## src/rtl/comp_status_reg_if.sv

```systemverilog
// Comparator verdict handshake plus Avalon-MM slave bus for the comparator status block.
interface comp_status_reg_if #(
    parameter int unsigned KEY_WIDTH = 4
);
    // Comparator side
    logic                 comp_status_write;
    logic [KEY_WIDTH-1:0] comp_task;
    logic                 comp_mismatch_detected;
    logic                 comp_status_ack;
    // Monitor CPU side
    logic [2:0]           avs_address;
    logic                 avs_read;
    logic                 avs_write;
    logic [31:0]          avs_writedata;
    logic [31:0]          avs_readdata;
    logic                 irq;

    modport master (
        output comp_status_write, comp_task, comp_mismatch_detected,
        output avs_address, avs_read, avs_write, avs_writedata,
        input  comp_status_ack, avs_readdata, irq
    );

    modport slave (
        input  comp_status_write, comp_task, comp_mismatch_detected,
        input  avs_address, avs_read, avs_write, avs_writedata,
        output comp_status_ack, avs_readdata, irq
    );
endinterface

```

## src/rtl/comp_status_reg.sv

```systemverilog
// Records comparator verdicts into sticky pass/fail masks and an event FIFO, and exposes
// them to the monitor CPU over an Avalon-MM slave with a level interrupt.
module comp_status_reg #(
    parameter int unsigned KEY_WIDTH  = 4,
    parameter int unsigned KEY_SIZE   = 16,
    parameter int unsigned FIFO_DEPTH = 8,
    parameter int unsigned FIFO_AW    = 3
) (
    input logic              clk,
    input logic              reset,
    comp_status_reg_if.slave bus
);

    localparam int unsigned EntryW = KEY_WIDTH + 1;
    localparam logic [FIFO_AW:0] FullCount = FIFO_DEPTH[FIFO_AW:0];

    typedef enum logic [0:0] {StIdle, StAck} state_e;

    state_e               state_q, state_d;
    logic [FIFO_AW:0]     wr_ptr_q, wr_ptr_d, rd_ptr_q, rd_ptr_d;
    logic [FIFO_AW:0]     count;
    logic                 fifo_full, fifo_empty, push, pop, stall_set;
    logic [EntryW-1:0]    fifo_mem [FIFO_DEPTH];
    logic [EntryW-1:0]    head;
    logic [KEY_SIZE-1:0]  pass_q, pass_d, fail_q, fail_d;
    logic [1:0]           irq_en_q, irq_en_d;
    logic                 stall_q, stall_d;
    logic [31:0]          rdata_q, rdata_d;
    logic                 irq_q, irq_d;
    logic                 wr_clear, wr_irq_en, wr_fstat;

    // Pointers carry one extra bit so full and empty are distinguishable.
    assign count      = wr_ptr_q - rd_ptr_q;
    assign fifo_full  = (count == FullCount);
    assign fifo_empty = (count == '0);
    assign head       = fifo_mem[rd_ptr_q[FIFO_AW-1:0]];

    assign pop       = bus.avs_read && (bus.avs_address == 3'd2) && !fifo_empty;
    assign wr_clear  = bus.avs_write && (bus.avs_address == 3'd4);
    assign wr_irq_en = bus.avs_write && (bus.avs_address == 3'd3);
    assign wr_fstat  = bus.avs_write && (bus.avs_address == 3'd5);

    // Ack comes straight from the state register so an async reset drops it at once.
    assign bus.comp_status_ack = (state_q == StAck);
    assign bus.avs_readdata    = rdata_q;
    assign bus.irq             = irq_q;

    // Handshake FSM: write is sampled only in idle, so a held write is never captured twice.
    always_comb begin
        state_d   = state_q;
        push      = 1'b0;
        stall_set = 1'b0;
        unique case (state_q)
            StIdle: begin
                if (bus.comp_status_write) begin
                    if (!fifo_full) begin
                        state_d = StAck;
                    end else begin
                        stall_set = 1'b1;
                    end
                end
            end
            StAck: begin
                push    = 1'b1;
                state_d = StIdle;
            end
            default: state_d = StIdle;
        endcase
    end

    // Pointer, mask and control next-state; an ack on a bit beats a same-cycle clear.
    always_comb begin
        wr_ptr_d = wr_ptr_q + {{FIFO_AW{1'b0}}, push};
        rd_ptr_d = rd_ptr_q + {{FIFO_AW{1'b0}}, pop};
        pass_d   = pass_q;
        fail_d   = fail_q;
        irq_en_d = irq_en_q;
        stall_d  = stall_q;
        if (wr_clear) begin
            pass_d = pass_q & ~bus.avs_writedata[KEY_SIZE-1:0];
            fail_d = fail_q & ~bus.avs_writedata[16 +: KEY_SIZE];
        end
        if (push) begin
            if (bus.comp_mismatch_detected) begin
                fail_d[bus.comp_task] = 1'b1;
                pass_d[bus.comp_task] = 1'b0;
            end else begin
                pass_d[bus.comp_task] = 1'b1;
                fail_d[bus.comp_task] = 1'b0;
            end
        end
        if (wr_irq_en) begin
            irq_en_d = bus.avs_writedata[1:0];
        end
        if (wr_fstat && bus.avs_writedata[16]) begin
            stall_d = 1'b0;
        end
        if (stall_set) begin
            stall_d = 1'b1;
        end
        irq_d = (irq_en_q[0] && !fifo_empty) || (irq_en_q[1] && (|fail_q));
    end

    // Read mux; the value is registered so it appears the cycle after the strobe.
    always_comb begin
        rdata_d = rdata_q;
        if (bus.avs_read) begin
            rdata_d = '0;
            case (bus.avs_address)
                3'd0: rdata_d[KEY_SIZE-1:0] = pass_q;
                3'd1: rdata_d[KEY_SIZE-1:0] = fail_q;
                3'd2: begin
                    if (!fifo_empty) begin
                        rdata_d[31]            = 1'b1;
                        rdata_d[8]             = head[KEY_WIDTH];
                        rdata_d[KEY_WIDTH-1:0] = head[KEY_WIDTH-1:0];
                    end
                end
                3'd3: rdata_d[1:0] = irq_en_q;
                3'd5: begin
                    rdata_d[FIFO_AW:0] = count;
                    rdata_d[16]        = stall_q;
                end
                default: ;
            endcase
        end
    end

    // FIFO storage needs no reset; only pointers define validity.
    always_ff @(posedge clk) begin
        if (push) begin
            fifo_mem[wr_ptr_q[FIFO_AW-1:0]] <= {bus.comp_mismatch_detected, bus.comp_task};
        end
    end

    // State registers.
    always_ff @(posedge clk or posedge reset) begin
        if (reset) begin
            state_q  <= StIdle;
            wr_ptr_q <= '0;
            rd_ptr_q <= '0;
            pass_q   <= '0;
            fail_q   <= '0;
            irq_en_q <= '0;
            stall_q  <= 1'b0;
            rdata_q  <= '0;
            irq_q    <= 1'b0;
        end else begin
            state_q  <= state_d;
            wr_ptr_q <= wr_ptr_d;
            rd_ptr_q <= rd_ptr_d;
            pass_q   <= pass_d;
            fail_q   <= fail_d;
            irq_en_q <= irq_en_d;
            stall_q  <= stall_d;
            rdata_q  <= rdata_d;
            irq_q    <= irq_d;
        end
    end

endmodule

```

## src/flat_wrapper.sv

```systemverilog
// flat-port wrapper written by rule: the top's interface ports become plain ports
module comp_status_reg_flat 
#(
    parameter int unsigned KEY_WIDTH  = 4,
    parameter int unsigned KEY_SIZE   = 16,
    parameter int unsigned FIFO_DEPTH = 8,
    parameter int unsigned FIFO_AW    = 3
)
  (clk, reset, bus_comp_status_write, bus_comp_task, bus_comp_mismatch_detected, bus_avs_address, bus_avs_read, bus_avs_write, bus_avs_writedata, bus_comp_status_ack, bus_avs_readdata, bus_irq);
  comp_status_reg_if #(.KEY_WIDTH(KEY_WIDTH)) bus_i ();
  input logic clk;
  input logic reset;
  input wire logic [$bits(bus_i.comp_status_write)-1:0] bus_comp_status_write;
  input wire logic [$bits(bus_i.comp_task)-1:0] bus_comp_task;
  input wire logic [$bits(bus_i.comp_mismatch_detected)-1:0] bus_comp_mismatch_detected;
  input wire logic [$bits(bus_i.avs_address)-1:0] bus_avs_address;
  input wire logic [$bits(bus_i.avs_read)-1:0] bus_avs_read;
  input wire logic [$bits(bus_i.avs_write)-1:0] bus_avs_write;
  input wire logic [$bits(bus_i.avs_writedata)-1:0] bus_avs_writedata;
  output wire logic [$bits(bus_i.comp_status_ack)-1:0] bus_comp_status_ack;
  output wire logic [$bits(bus_i.avs_readdata)-1:0] bus_avs_readdata;
  output wire logic [$bits(bus_i.irq)-1:0] bus_irq;
  assign bus_i.comp_status_write = bus_comp_status_write;
  assign bus_i.comp_task = bus_comp_task;
  assign bus_i.comp_mismatch_detected = bus_comp_mismatch_detected;
  assign bus_i.avs_address = bus_avs_address;
  assign bus_i.avs_read = bus_avs_read;
  assign bus_i.avs_write = bus_avs_write;
  assign bus_i.avs_writedata = bus_avs_writedata;
  assign bus_comp_status_ack = bus_i.comp_status_ack;
  assign bus_avs_readdata = bus_i.avs_readdata;
  assign bus_irq = bus_i.irq;
  comp_status_reg #(.KEY_WIDTH(KEY_WIDTH), .KEY_SIZE(KEY_SIZE), .FIFO_DEPTH(FIFO_DEPTH), .FIFO_AW(FIFO_AW)) u_core (.clk(clk), .reset(reset), .bus(bus_i));
endmodule
```

## config.mk

```make
export PLATFORM = sky130hd
export DESIGN_NAME = comp_status_reg_flat
export DESIGN_NICKNAME = d
export VERILOG_FILES = /design/src/rtl/comp_status_reg_if.sv /design/src/rtl/comp_status_reg.sv /design/src/flat_wrapper.sv
export SDC_FILE = /design/constraint.sdc
export NUM_CORES = 1
export LEC_CHECK = 0
export CORE_AREA = 5 5 101 103
export CTS_CLUSTER_SIZE = 10
export DETAILED_ROUTE_END_ITERATION = 16
export DIE_AREA = 0 0 106 108
export HOLD_SLACK_MARGIN = 0.05
export PLACE_DENSITY = 0.77
export REMOVE_ABC_BUFFERS = 1
export SETUP_SLACK_MARGIN = 0.05
export SYNTH_ARGS = -nofsm -noshare
export SYNTH_HDL_FRONTEND = slang
export SYNTH_SLANG_ARGS = --single-unit
```

## constraint.sdc

```tcl
create_clock -name clk -period 3.2 [get_ports clk]
set_input_delay 0.8 -clock clk [delete_from_list [all_inputs] [get_ports clk]]
set_output_delay 0.8 -clock clk [all_outputs]
set_load 0.05 [all_outputs]
```

==> results.cfg, run 1 <==
[clock_tree]
clock_latency_ns = 0.36
clk_pin_slew_ns = 0.09
root_buffer = clkbuf_8
cts_resized = 0
postCtsSetupRepairBufs = 0
hold_buffers = 0
cts_made_buffers = 9
htreeDepth = 3
cts_sinks = 103
cts_buffer_depth = 2
cts_tree = built

[routing]
vias = 3401
initialDrtViolationCount = 253
drc_errors = 0
viasPerCell = 5.59
postRouteAntennaNets = 0
wirelength_mm = 10.5
firstDrtPassIters = 5
wire_per_inst_um = 17.3

[grt]
gr-usage-all-layers = 0.194
grt_max_degree = 32
antenna_found_initial = 0
grt-ovfl-total = 0
grt_pass1_wl_mm = 17.3
grt_pass1_vias = 3380

[finish]
final_area_um2 = 5700
syn2layout_area_growth_pct = 20.0
diodes = 0
final_common_cell = nand2_1
drive_gt1_frac = 0.0926
mostFrequentLayoutCells = nand2_1, clkdlybuf4s50_1, dfrtp_1
fin_nets = 545

[sta]
hold_viol = 0
rsz0062_at_grt = no
holdWs_ns = 0.496
clock_skew_ns = 0.0174
fmax_mhz = 376
setup_tns_ns = 0
period_share = 0.831
slew_viol_final = 0
relSlewSlack = 0.346
min_period_ns = 2.66
tightest_slew_ns = 0.977
setup_viol = 0

[synthesis]
synth_warnings = 0
synth-edff-count = 40
synthArstFlopShare = 0.612
synth_cells = 423
synth_cell_type_count = 48
ys_ff_latch = 103
syn_avg_cell_area_um2 = 11.2
seq_area_frac_synth = 0.584
syn_area_um2 = 4750
ys.flop_type = dfrtp_1

[power]
clockPowerShare = 0.194
leakagePower_nw = 2.28
p_comb_frac = 0.340
fin_total_pwr_w = 0.00411
p_int_w = 0.00264
swShare = 0.356
p_seq_frac = 0.466
ir_drop_v = 0.000289
p_switching_w = 0.00146
power.density_nw_per_um2 = 720

[worst_setup_path]
crit_path_frequent_cell = ha_1
crit_cells = 9
worstSetupStartpoint = u_core.rd_ptr_q[2]
criticalPathCategory = flop to flop
start_kind = flop
critPathSlowestCell = dfrtp_1
worstReg2RegEnd = u_core.rd_ptr_q[2]
cp.required_ns = 3.48
path_cells = inv_1 -> ha_1 -> a21o_1 -> or3_4 -> a31oi_4 -> and2_1 -> ha_1 -> ha_1 -> xor2_1
cp_top_family = adder cells
reg2reg_slack_ns = 0.54
endpoint = u_core.rd_ptr_q[2]
critPathMaxFanout = 8
reg2reg_depth = 9
end_kind = flop
cpPeakStageDelay_ns = 0.52
arrival_ns = 2.94
crit_buf_inv = 1
r2r_start = u_core.rd_ptr_q[2]

[die]
core.rowCount = 35
io_pins = 79
fp.dieH_um = 108
core_um2 = 9110
die_x_um = 106
die-area_um2 = 11400
initial_utilization = 0.522

[placed_design]
portBuffers = 64
place_congestion = 0.818
placed_area_um2 = 5500
hpwl_mm = 7.93

[flow_run]
maxCapViolCount = 0

[outcome]
status = completed

[hold_path]
worst_hold_path_type = flop to flop
## worst register-to-register path: cells and delay by family, from the launching register on
family	cells	cell delay, ns
XOR/XNOR	1	0.14
adder cells (fa/ha/maj)	3	0.70
AO/OA/AOI/OAI	2	0.47
flip-flops	1	0.52
buffers and inverters	1	0.17
AND/OR/NAND/NOR	2	0.59
## sequential cells by signal, indices dropped and copies added (netlist names)
| register | count |
|---|---|
| u_core.fifo_mem | 40 |
| u_core.bus.avs_readdata | 18 |
| u_core.fail_q | 16 |
| u_core.pass_q | 16 |
| u_core.rd_ptr_q | 4 |
| u_core.wr_ptr_q | 4 |
| u_core.irq_en_q | 2 |
| u_core.bus.comp_status_ack | 1 |
| u_core.bus.irq | 1 |
| u_core.stall_q | 1 |
## cell families (layout without fill, tap and decap cells)
logic type / after synthesis / after routing / share of synthesized area
flops: 103 / 103 / 0.584
fa+ha+maj: 8 / 8 / 0.0226
compound gates: 54 / 54 / 0.0797
other cells: 1 / 14 / 0.000789
buf+inv: 42 / 103 / 0.0458
xor+xnor: 6 / 6 / 0.0111
simple gates: 178 / 178 / 0.163
mux: 31 / 31 / 0.0926
## synthesized netlist by cell type (2+ instances only)
cell | n | area (um^2)
o21ai_0 | 21 | 105
nor3b_1 | 2 | 15.0
clkbuf_1 | 12 | 45.0
o31ai_1 | 3 | 22.5
a21oi_1 | 3 | 15.0
buf_2 | 3 | 15.0
nor2_1 | 44 | 165
edfxtp_1 | 40 | 1200
nor4_1 | 4 | 25.0
ha_1 | 7 | 87.6
nand3_1 | 14 | 70.1
xnor2_1 | 2 | 17.5
or3_1 | 3 | 18.8
buf_4 | 15 | 113
xor2_1 | 4 | 35.0
nand2_1 | 88 | 330
nand3b_1 | 3 | 22.5
mux4_2 | 10 | 225
dfrtp_1 | 63 | 1580
nor3_1 | 5 | 25.0
mux2i_1 | 17 | 170
a221oi_1 | 12 | 105
a21o_1 | 3 | 22.5
and2_1 | 2 | 12.5
nand2b_1 | 6 | 37.5
mux2_2 | 3 | 33.8
a221o_1 | 2 | 20.0
a31oi_1 | 2 | 12.5
inv_1 | 11 | 41.3
## layout make-up
cell class | count | area (um^2)
clock buffer | 12 | 176
clock inverter | 4 | 26.3
fill | 711 | 3400
inverter | 11 | 41.3
multi-input combinational | 291 | 1810
sequential | 103 | 2780
tap | 111 | 139
timing repair buffer | 76 | 731
## layer usage
layer / up-vias / routed length, um / track usage
met2: 132 / 5110 / 0.311
met3: 18 / 705 / 0.0334
li1: 1608 / - / -
met5: - / 0 / 0
met1: 1643 / 4520 / 0.270
met4: 0 / 180 / 0.0648
## per-stage QoR
step,std cells,utilization,setup slack (ns)
4_1_cts,608,0.626,0.532
6_report,608,0.626,0.541
3_3_place_gp,592,0.604,0.570
2_1_floorplan,405,-,0.160
5_1_grt,608,0.626,0.399
3_5_place_dp,592,0.604,0.478
## how the worst min path moves through the flow
| stage | from | endpoint | slack [ns] | cells past startpoint |
|---|---|---|---|---|
| after floorplan | u_core.irq_en_q[1] | u_core.bus.irq | 0.45 | 2 |
| after global placement | u_core.bus.avs_readdata[16] | u_core.bus.avs_readdata[16] | 0.47 | 2 |
| after detailed placement | u_core.bus.avs_readdata[31] | u_core.bus.avs_readdata[31] | 0.48 | 1 |
| after CTS | u_core.irq_en_q[1] | u_core.bus.irq | 0.49 | 2 |
| after global routing | u_core.bus.avs_readdata[31] | u_core.bus.avs_readdata[31] | 0.53 | 1 |
| final | u_core.bus.avs_readdata[31] | u_core.bus.avs_readdata[31] | 0.50 | 1 |
## power by group through the flow
stage / Clock, W / Sequential [W] / Combinational [W]
floorplan: 0 / 0.00204 / 0.000813
global placement: 0 / 0.00192 / 0.00136
detailed placement: 0 / 0.00194 / 0.00140
CTS: 0.000812 / 0.00191 / 0.00140
global route: 0.000872 / 0.00195 / 0.00155
finish: 0.000796 / 0.00191 / 0.00139
Power figures use the tool's default switching activity.
==> run 2, diff against run 1 <==
==> constraint.sdc (replaced) <==
create_clock -name clk -period 2.5 [get_ports clk]
set_input_delay 0.625 -clock clk [delete_from_list [all_inputs] [get_ports clk]]
set_output_delay 0.625 -clock clk [all_outputs]
set_load 0.05 [all_outputs]
==> run 2 against run 1 <==
- via count up 3.7%
- count of clock-buffer cells in the layout is 2 higher
- total power grew 32%
- design area increased by 3.0%
- global-route usage increased by 0.71 points
- critical endpoint unchanged
==> results.cfg, run 2 (synthesis gave the netlist of run 1 again) <==
[die]
die_x_um = 106
fp.dieH_um = 108
io_pins = 79
die-area_um2 = 11400
initial_utilization = 0.522
core_um2 = 9110
core.rowCount = 35

[hold_path]
worst_hold_path_type = flop to flop

[power]
fin_total_pwr_w = 0.00543
leakagePower_nw = 2.37
power.density_nw_per_um2 = 923
ir_drop_v = 0.000400

[finish]
final_common_cell = nand2_1
finalNonFillerCells = 626
mostFrequentLayoutCells = nand2_1, clkdlybuf4s50_1, dfrtp_1
syn2layout_area_growth_pct = 23.6
largest_register_ff_count = 40
drive_gt1_frac = 0.132
diodes = 0
final_area_um2 = 5880
fin_nets = 563

[worst_setup_path]
critPathMaxFanout = 5
cp_top_family = simple AND/OR/NAND/NOR gates
end_kind = flop
path_cells = ha_1 -> and3b_1 -> or3_4 -> a31oi_4 -> and2_4 -> ha_2 -> ha_1 -> xor2_1
critPathSlowestCell = dfrtp_2
cp.required_ns = 2.79
arrival_ns = 2.61
cpPeakStageDelay_ns = 0.45
start_kind = flop
crit_buf_inv = 0
crit_path_frequent_cell = ha_1
criticalPathCategory = flop to flop

[routing]
viasPerCell = 5.63
wirelength_mm = 11.0
wire_per_inst_um = 17.6
vias = 3526
drc_errors = 0
initialDrtViolationCount = 255
firstDrtPassIters = 5
postRouteAntennaNets = 0

[clock_tree]
cts_buffer_depth = 2
cts_sinks = 103
clock_latency_ns = 0.36
cts_tree = built
htreeDepth = 3
root_buffer = clkbuf_8
cts_made_buffers = 9
clk_pin_slew_ns = 0.09
hold_buffers = 0

[grt]
antenna_found_initial = 0
grt_pass1_wl_mm = 17.8
grt-ovfl-total = 0
grt_pass1_vias = 3593
gr-usage-all-layers = 0.201
grt_max_degree = 39

[placed_design]
hpwl_mm = 8.33
placed_area_um2 = 5660
place_congestion = 0.863
placed_cells = 608
portBuffers = 64

[sta]
slew_viol_final = 0
rsz0062_at_grt = no
hold_viol = 0
fmax_mhz = 430
min_period_ns = 2.33
relSlewSlack = 0.357
clock_skew_ns = 0.00976
setup_viol = 0
period_share = 0.931
tightest_slew_ns = 0.960

[outcome]
status = completed

[flow_run]
maxCapViolCount = 0
-- run 2: cell types whose count changed in the layout (fill, tap and decap cells not counted), moves of 2 or more --
cell      previous run  this run
dfrtp_1             63        60
buf_12               0         3
clkbuf_1             0         2
dfrtp_2              0         3
buf_4               12        27
-- run 2: layout make-up --
class	instances	area (um^2)
fill	704	3230
clock inverter	2	12.5
inverter	11	41.3
multi-input combinational	291	1820
timing repair buffer	94	903
tap	111	139
sequential	103	2780
clock buffer	14	175
-- run 2: routing by layer --
layer / GRT usage / routed length [um] / part of all wire
met5: 0 / 0 / 0
met4: 0.0897 / 260 / 0.024
met3: 0.0400 / 728 / 0.066
met2: 0.323 / 5370 / 0.49
met1: 0.268 / 4660 / 0.42
-- run 2: power by group --
part           total [W]  internal [W]  leakage (nW)  switching, W
Clock           0.000987      0.000454        0.0948      0.000532
Combinational    0.00205      0.000905          1.11       0.00115
Sequential       0.00239       0.00215          1.17      0.000238
Total            0.00543       0.00351          2.37       0.00192
-- run 2: worst paths after layout --
| kind | from | endpoint | slack, ns | cells after the start |
|---|---|---|---|---|
| setup / recovery | u_core.wr_ptr_q[2] | u_core.rd_ptr_q[2] | 0.17 | 8 |
| hold / removal | u_core.bus.avs_readdata[31] | u_core.bus.avs_readdata[31] | 0.49 | 1 |
| setup reg to reg | u_core.wr_ptr_q[2] | u_core.rd_ptr_q[2] | 0.17 | 8 |
| hold reg to reg | u_core.bus.avs_readdata[31] | u_core.bus.avs_readdata[31] | 0.49 | 1 |
| max in group asynchronous | reset | u_core.bus.avs_readdata[9] | 1.33 | 3 |
| min in group asynchronous | reset | u_core.bus.avs_readdata[6] | 0.63 | 2 |
-- run 2: stage by stage --
stage	hold WS (ns)	worst slack (ns)	utilization	setup TNS, ns
floorplan	0.453	-0.365	-	-5.23
global placement	0.464	0.118	0.621	0
detailed placement	0.476	0.0267	0.621	0
CTS	0.497	0.0714	0.642	0
global route	0.511	0.0509	0.645	0
finish	0.488	0.174	0.645	0
-- run 2: repair_timing --
action	4_1_cts	5_1_grt
endpoints found under the setup margin	1	3
resized for setup	1	5
cloned	0	0
pin swaps	0	1
buffers inserted	0	2
